<file path="config.mk">
export PLATFORM = sky130hd
export DESIGN_NAME = uart_cmd_decoder
export DESIGN_NICKNAME = d
export VERILOG_FILES = /design/src/rtl/connect4_uart_pkg.sv /design/src/rtl/cmd_fifo.sv /design/src/rtl/uart_cmd_decoder.sv
export SDC_FILE = /design/constraint.sdc
export NUM_CORES = 1
export LEC_CHECK = 0
export CAP_MARGIN = 5
export CELL_PAD_IN_SITES_DETAIL_PLACEMENT = 0
export CELL_PAD_IN_SITES_GLOBAL_PLACEMENT = 1
export CORE_ASPECT_RATIO = 1.5
export CORE_MARGIN = 1
export CORE_UTILIZATION = 40
export CTS_CLUSTER_SIZE = 14
export DETAILED_ROUTE_END_ITERATION = 8
export PLACE_DENSITY = 0.76
export SLEW_MARGIN = 20
export SYNTH_ARGS = -nofsm -noshare
export SYNTH_HDL_FRONTEND = slang
export SYNTH_SLANG_ARGS = --single-unit
</file>
<file path="constraint.sdc">
create_clock -name clk -period 2.7 [get_ports clk]
set_input_delay 0.405 -clock clk [delete_from_list [all_inputs] [get_ports clk]]
set_output_delay 0.405 -clock clk [all_outputs]
set_load 0.05 [all_outputs]
</file>
<file path="src/rtl/connect4_uart_pkg.sv">
// connect4_uart_pkg: shared constants and types for the UART command decoder.
package connect4_uart_pkg;

    localparam logic [7:0] SOF_BYTE   = 8'hA5;
    localparam logic [7:0] BYTE_LEFT  = 8'h01;
    localparam logic [7:0] BYTE_RIGHT = 8'h02;
    localparam logic [7:0] BYTE_DROP  = 8'h03;
    localparam logic [7:0] BYTE_RESET = 8'h04;

    typedef enum logic [1:0] {CMD_LEFT, CMD_RIGHT, CMD_DROP, CMD_RESET} cmd_t;

    typedef enum logic [1:0] {ST_IDLE, ST_GOT_SOF, ST_GOT_CMD} state_t;

    function automatic logic is_known(input logic [7:0] b);
        return b inside {BYTE_LEFT, BYTE_RIGHT, BYTE_DROP, BYTE_RESET};
    endfunction

    // Command bytes 01..04 map onto enum values 0..3.
    function automatic cmd_t to_cmd(input logic [7:0] b);
        return cmd_t'(2'(b - 8'd1));
    endfunction

endpackage

</file>
<file path="src/rtl/cmd_fifo.sv">
// cmd_fifo: small synchronous FIFO of decoded commands; pushes while full are ignored.
module cmd_fifo
    import connect4_uart_pkg::*;
#(
    parameter int DEPTH = 4
) (
    input  logic clk,
    input  logic rstn,
    input  logic push,
    input  logic pop,
    input  cmd_t din,
    output cmd_t dout,
    output logic empty,
    output logic full
);

    localparam int AW = $clog2(DEPTH);

    cmd_t          mem_q [DEPTH];
    cmd_t          mem_d [DEPTH];
    logic [AW:0]   wr_q, wr_d, rd_q, rd_d;
    logic          push_ok, pop_ok;

    // Pointers carry one extra wrap bit to tell full from empty.
    assign empty   = wr_q == rd_q;
    assign full    = (wr_q[AW] != rd_q[AW]) && (wr_q[AW-1:0] == rd_q[AW-1:0]);
    assign push_ok = push && !full;
    assign pop_ok  = pop && !empty;
    assign dout    = mem_q[rd_q[AW-1:0]];

    always_comb begin
        mem_d = mem_q;
        if (push_ok) mem_d[wr_q[AW-1:0]] = din;
        wr_d = wr_q + (AW+1)'(push_ok);
        rd_d = rd_q + (AW+1)'(pop_ok);
    end

    always_ff @(posedge clk or negedge rstn) begin
        if (!rstn) begin
            wr_q <= '0;
            rd_q <= '0;
            for (int i = 0; i < DEPTH; i++) mem_q[i] <= CMD_LEFT;
        end else begin
            wr_q  <= wr_d;
            rd_q  <= rd_d;
            mem_q <= mem_d;
        end
    end

endmodule

</file>
<file path="src/rtl/uart_cmd_decoder.sv">
// uart_cmd_decoder: parses A5/CMD/~CMD frames from the UART and replays them
// as spaced one-cycle button pulses for the connect-4 game FSM.
module uart_cmd_decoder
    import connect4_uart_pkg::*;
#(
    parameter int FIFO_DEPTH     = 4,
    parameter int GAP_CYCLES     = 1000,
    parameter int TIMEOUT_CYCLES = 250000
) (
    input  logic       clk,
    input  logic       rstn,
    input  logic [7:0] rx_data,
    input  logic       rx_valid,
    output logic       move_left,
    output logic       move_right,
    output logic       move_made,
    output logic       reset_req,
    output logic [7:0] last_cmd,
    output logic       frame_err,
    output logic [7:0] err_count
);

    localparam int GW = $clog2(GAP_CYCLES + 1);
    localparam int TW = $clog2(TIMEOUT_CYCLES + 1);

    state_t        state_q, state_d;
    logic [7:0]    cmd_q, cmd_d;
    logic [TW-1:0] to_cnt_q, to_cnt_d;
    logic [GW-1:0] gap_q, gap_d;
    logic [3:0]    pulse_q, pulse_d;
    logic [7:0]    last_cmd_q, last_cmd_d;
    logic          err_q, err_d;
    logic [7:0]    err_cnt_q, err_cnt_d;
    logic          push, pop, timeout, empty, full;
    cmd_t          fifo_dout;

    cmd_fifo #(.DEPTH(FIFO_DEPTH)) u_fifo (
        .clk  (clk),
        .rstn (rstn),
        .push (push),
        .pop  (pop),
        .din  (to_cmd(cmd_q)),
        .dout (fifo_dout),
        .empty(empty),
        .full (full)
    );

    // A byte arriving in the timeout cycle suppresses the timeout.
    assign timeout = (state_q != ST_IDLE) && !rx_valid && (to_cnt_q == TW'(TIMEOUT_CYCLES - 1));
    assign pop     = !empty && (gap_q == '0);

    always_comb begin
        state_d    = state_q;
        cmd_d      = cmd_q;
        last_cmd_d = last_cmd_q;
        push       = 1'b0;
        err_d      = 1'b0;
        to_cnt_d   = (rx_valid || state_q == ST_IDLE || timeout) ? '0 : to_cnt_q + TW'(1);
        if (rx_valid) begin
            case (state_q)
                ST_IDLE:    state_d = (rx_data == SOF_BYTE) ? ST_GOT_SOF : ST_IDLE;
                ST_GOT_SOF: begin
                    cmd_d   = rx_data;
                    state_d = ST_GOT_CMD;
                end
                ST_GOT_CMD: begin
                    state_d = ST_IDLE;
                    if (rx_data == ~cmd_q && is_known(cmd_q)) begin
                        push       = 1'b1;
                        last_cmd_d = cmd_q;
                        err_d      = full;
                    end else begin
                        err_d = 1'b1;
                    end
                end
                default:    state_d = ST_IDLE;
            endcase
        end else if (timeout) begin
            state_d = ST_IDLE;
            err_d   = 1'b1;
        end
        gap_d     = pop ? GW'(GAP_CYCLES) : (gap_q != '0 ? gap_q - GW'(1) : gap_q);
        pulse_d   = pop ? 4'b0001 << fifo_dout : 4'b0000;
        err_cnt_d = (err_q && err_cnt_q != 8'hFF) ? err_cnt_q + 8'd1 : err_cnt_q;
    end

    always_ff @(posedge clk or negedge rstn) begin
        if (!rstn) begin
            state_q    <= ST_IDLE;
            cmd_q      <= '0;
            to_cnt_q   <= '0;
            gap_q      <= '0;
            pulse_q    <= '0;
            last_cmd_q <= '0;
            err_q      <= 1'b0;
            err_cnt_q  <= '0;
        end else begin
            state_q    <= state_d;
            cmd_q      <= cmd_d;
            to_cnt_q   <= to_cnt_d;
            gap_q      <= gap_d;
            pulse_q    <= pulse_d;
            last_cmd_q <= last_cmd_d;
            err_q      <= err_d;
            err_cnt_q  <= err_cnt_d;
        end
    end

    assign move_left  = pulse_q[CMD_LEFT];
    assign move_right = pulse_q[CMD_RIGHT];
    assign move_made  = pulse_q[CMD_DROP];
    assign reset_req  = pulse_q[CMD_RESET];
    assign last_cmd   = last_cmd_q;
    assign frame_err  = err_q;
    assign err_count  = err_cnt_q;

endmodule

</file>
==> impl_results.md <==
- Length in cells of the worst reg-to-reg path: 7
- Slew HR: 50.3%
- Clock sinks: 73
- CTS Buf Count: 9
- Initial antenna violation count: 0
- Die width: 77.3 um
- Row count: 40
- Worst skew pair latency: 330 ps
- Vias in the first global route: 2405
- RR Endpoint: u_fifo.mem_q[6]
- Drt total wl: 6.30 mm
- Crit path DAT: 2610 ps
- P_sw: 651 uW
- Drt wl/cell: 13.9 um
- Worst vdd ir: 0.381 mV
- Synth Area in Compound Gates: 3.20%
- First-pass GRT wire length: 11.1 mm
- Power Internal: 2160 uW
- Pleak: 0.00186 uW
- Filler cells: 742
- Final Skew: 6.73 ps
- Sequential share of the synthesized area: 53.7%
- Antenna cells: 0
- Area of the multi-input gates: 1510 um2
- CP Capture Type: register
- Root Driver: clkbuf_16
- Number of remaining DRC errors: 0
- Sequential Power Share: 45.0%
- Syn. warnings: 0
- Setup tns final: 0 ps
- Post-DRT Antenna Nets: 0
- Mapped Nets: 326
- Final Util: 51.7%
- Crit share post-route: 88.7%
- Hold_buf cts: 0
- Nets@finish: 366
- Die area: 8890 um2
- Worst Setup Path Type: register to register
- I/O pin count: 32
- Initial DRT Pass Iterations: 4
- Die height: 115 um
- Starting density of the core: 42.0%
- Clock power frac: 45.9%
- Critical path peak fanout: 7
- Outcome: finished, final reports clean
- Synth Register Bits: 73
- Worst Hold Class: input pin to async pin
- Final hold violations: 0
- Endpoints failing setup: 0
- Syn_area_per_cell: 11.2 um2
- Vias per inst: 5.13
- Yosys cell types: 42
- H-tree depth: 3
- Gate power share: 9.2%
- Reg clk slew, reported paths: 60 ps
- Share of layout cells above drive strength 1: 12.1%
- Mapped cell area: 3400 um2
- Synth Area in Adders: 4.41%
- Switching share of power: 23.2%
- DPL Wire Length: 4.53 mm
- Number of max-cap violations: 0
- Largest net degree at the start of global routing: 48
- Clk buf depth: 2
- DR vias: 2325
- Mux cell area share after synthesis: 7.39%
- Port bufs: 31
- Final Wtd Congestion: 0.771
- GRT Total Usage: 16.3%
- Setup Fix Bufs, Post-CTS: 0
- Area Growth Syn to Fin: 23.1%
- Post_cts resized: 0
- Simple-gate share of the synthesized area: 20.9%
- Core ar.: 8110 um2
- Synth Area in XOR/XNOR: 8.49%
- Worst r2r src: cmd_q[0]
- Worst EP required: 2910 ps
- Reg2Reg Setup Slack: 300 ps
- Cell count after synthesis: 303
- RSZ-0062 raised after global routing: false
- Register Area: 1830 um2
- Slew Viols, Final: 0
- Worst slew pin tran: 745 ps
- Grt ovf: 0
- Largest family of logic cells by synthesized area: simple AND/OR/NAND/NOR gates
- Crit start category: register
- Final Critical Period: 2400 ps
- DR iter-0 viols: 88
- Fmax: 417 MHz
- Pwr dens: 671 nW/um2
- CTS tree: done
==> logic make-up after synthesis <==
kind of cell,Yosys count
AOI/OAI and AO/OA,18
xor gates and xnor gates,33
adders and majority gates,12
buffers and inverters,17
DFF,73
muxes,21
and+or+nand+nor,129
==> power by group through the flow <==
stage	clock (uW)	sequential (uW)	combinational, uW
finish	1290	1260	258
CTS	1320	1260	264
global route	1380	1280	305
detailed placement	0	1280	262
floorplan	0	1270	177
global placement	0	1280	254
==> cells in the final DEF, fill, tap and decap left out, types with 3 or more instances in the layout <==
| cell type | synthesis | routed |
|---|---|---|
| dfrtp_1 | 73 | 73 |
| nor2_1 | 30 | 30 |
| clkdlybuf4s50_1 | 0 | 30 |
| nand2_1 | 29 | 29 |
| xor2_1 | 17 | 17 |
| xnor2_1 | 16 | 16 |
| nand3_1 | 15 | 15 |
| mux2_2 | 12 | 12 |
| ha_1 | 12 | 12 |
| inv_1 | 11 | 11 |
| clkbuf_16 | 0 | 9 |
| and2_1 | 8 | 8 |
| o21ai_0 | 8 | 8 |
| nand4_1 | 7 | 7 |
| nor3_1 | 6 | 6 |
| mux2i_1 | 6 | 6 |
| nor4_1 | 5 | 5 |
| and4_1 | 5 | 5 |
| and3_1 | 4 | 4 |
| a21oi_1 | 4 | 4 |
| buf_4 | 0 | 3 |
==> through the flow <==
stage	setup slack, ps	instance area (um2)	power (uW)	cells	hold slack [ps]
floorplan	497	3400	1450	303	109
global placement	174	3860	1540	437	462
detailed placement	128	3860	1550	437	461
CTS	296	4190	2850	453	100
global route	161	4190	2960	453	137
finish	305	4190	2810	453	88.1
==> cell usage after synthesis, drive strengths merged <==
library cell	count	area [um2]
a211oi	1	7.51
a21oi	4	20.0
and2	8	50.1
and3	4	25.0
and4	5	43.8
and4b	1	10.0
buf	1	5.00
clkbuf	5	18.8
dfrtp	73	1830
ha	12	150
inv	11	41.3
mux2	13	146
mux2i	6	60.1
mux4	2	45.0
nand2	29	109
nand2b	1	6.26
nand3	15	75.1
nand3b	2	15.0
nand4	7	43.8
nand4b	1	8.76
nor2	30	113
nor2b	2	12.5
nor3	7	40.0
nor3b	1	7.51
nor4	7	56.3
nor4b	3	41.3
nor4bb	2	20.0
o21ai	9	48.8
o21bai	1	7.51
o31a	1	8.76
o31ai	1	7.51
o41ai	1	8.76
or3b	2	20.0
or4	2	15.0
xnor2	16	140
xor2	17	149
==> metal layers <==
| metal | vias up | part of all wire, % | GRT usage, % |
|---|---|---|---|
| met5 | - | 0 | 0 |
| met4 | 0 | 2.7 | 10.3 |
| met3 | 14 | 3.8 | 3.73 |
| met2 | 43 | 52 | 27.9 |
| met1 | 1136 | 42 | 18.3 |
| li1 | 1132 | - | - |
==> flip-flops by register name, summed over array words and instances, names as in the netlist <==
| name | flops |
|---|---|
| frame_err | 1 |
| u_fifo.rd_q | 3 |
| err_count | 8 |
| pulse_q | 4 |
| u_fifo.wr_q | 3 |
| u_fifo.mem_q | 8 |
| state_q | 2 |
| last_cmd | 8 |
| gap_q | 10 |
| cmd_q | 8 |
| to_cnt_q | 18 |
==> final cells by class <==
type | instances | area share, %
clock buffer | 11 | 6.03
clock inverter | 5 | 1.85
inverter | 11 | 0.986
multi-input combinational | 213 | 36.1
sequential | 73 | 43.6
tap | 105 | 3.14
timing repair buffer | 35 | 8.30
==> critical path, cell delays in order, from the launching register on <==
cell      delay [ps]
dfrtp_1          430
inv_1            250
ha_1             200
nand3b_1          70
a211oi_1         230
or3b_4           470
nor4_2           260
mux2_2           380
==> worst max-delay path by stage <==
stage                from              end  slack [ps]  cells past startpoint
2_1_floorplan    cmd_q[0]   u_fifo.wr_q[2]         500                     10
3_3_place_gp   rx_data[4]  u_fifo.mem_q[6]         170                      6
3_5_place_dp   rx_data[4]  u_fifo.mem_q[6]         130                      6
4_1_cts          cmd_q[0]  u_fifo.mem_q[6]         300                      7
5_1_grt          cmd_q[0]  u_fifo.mem_q[6]         160                      7
6_report         cmd_q[0]  u_fifo.mem_q[6]         300                      7
Note: power is estimated with default switching activity, not from simulation.
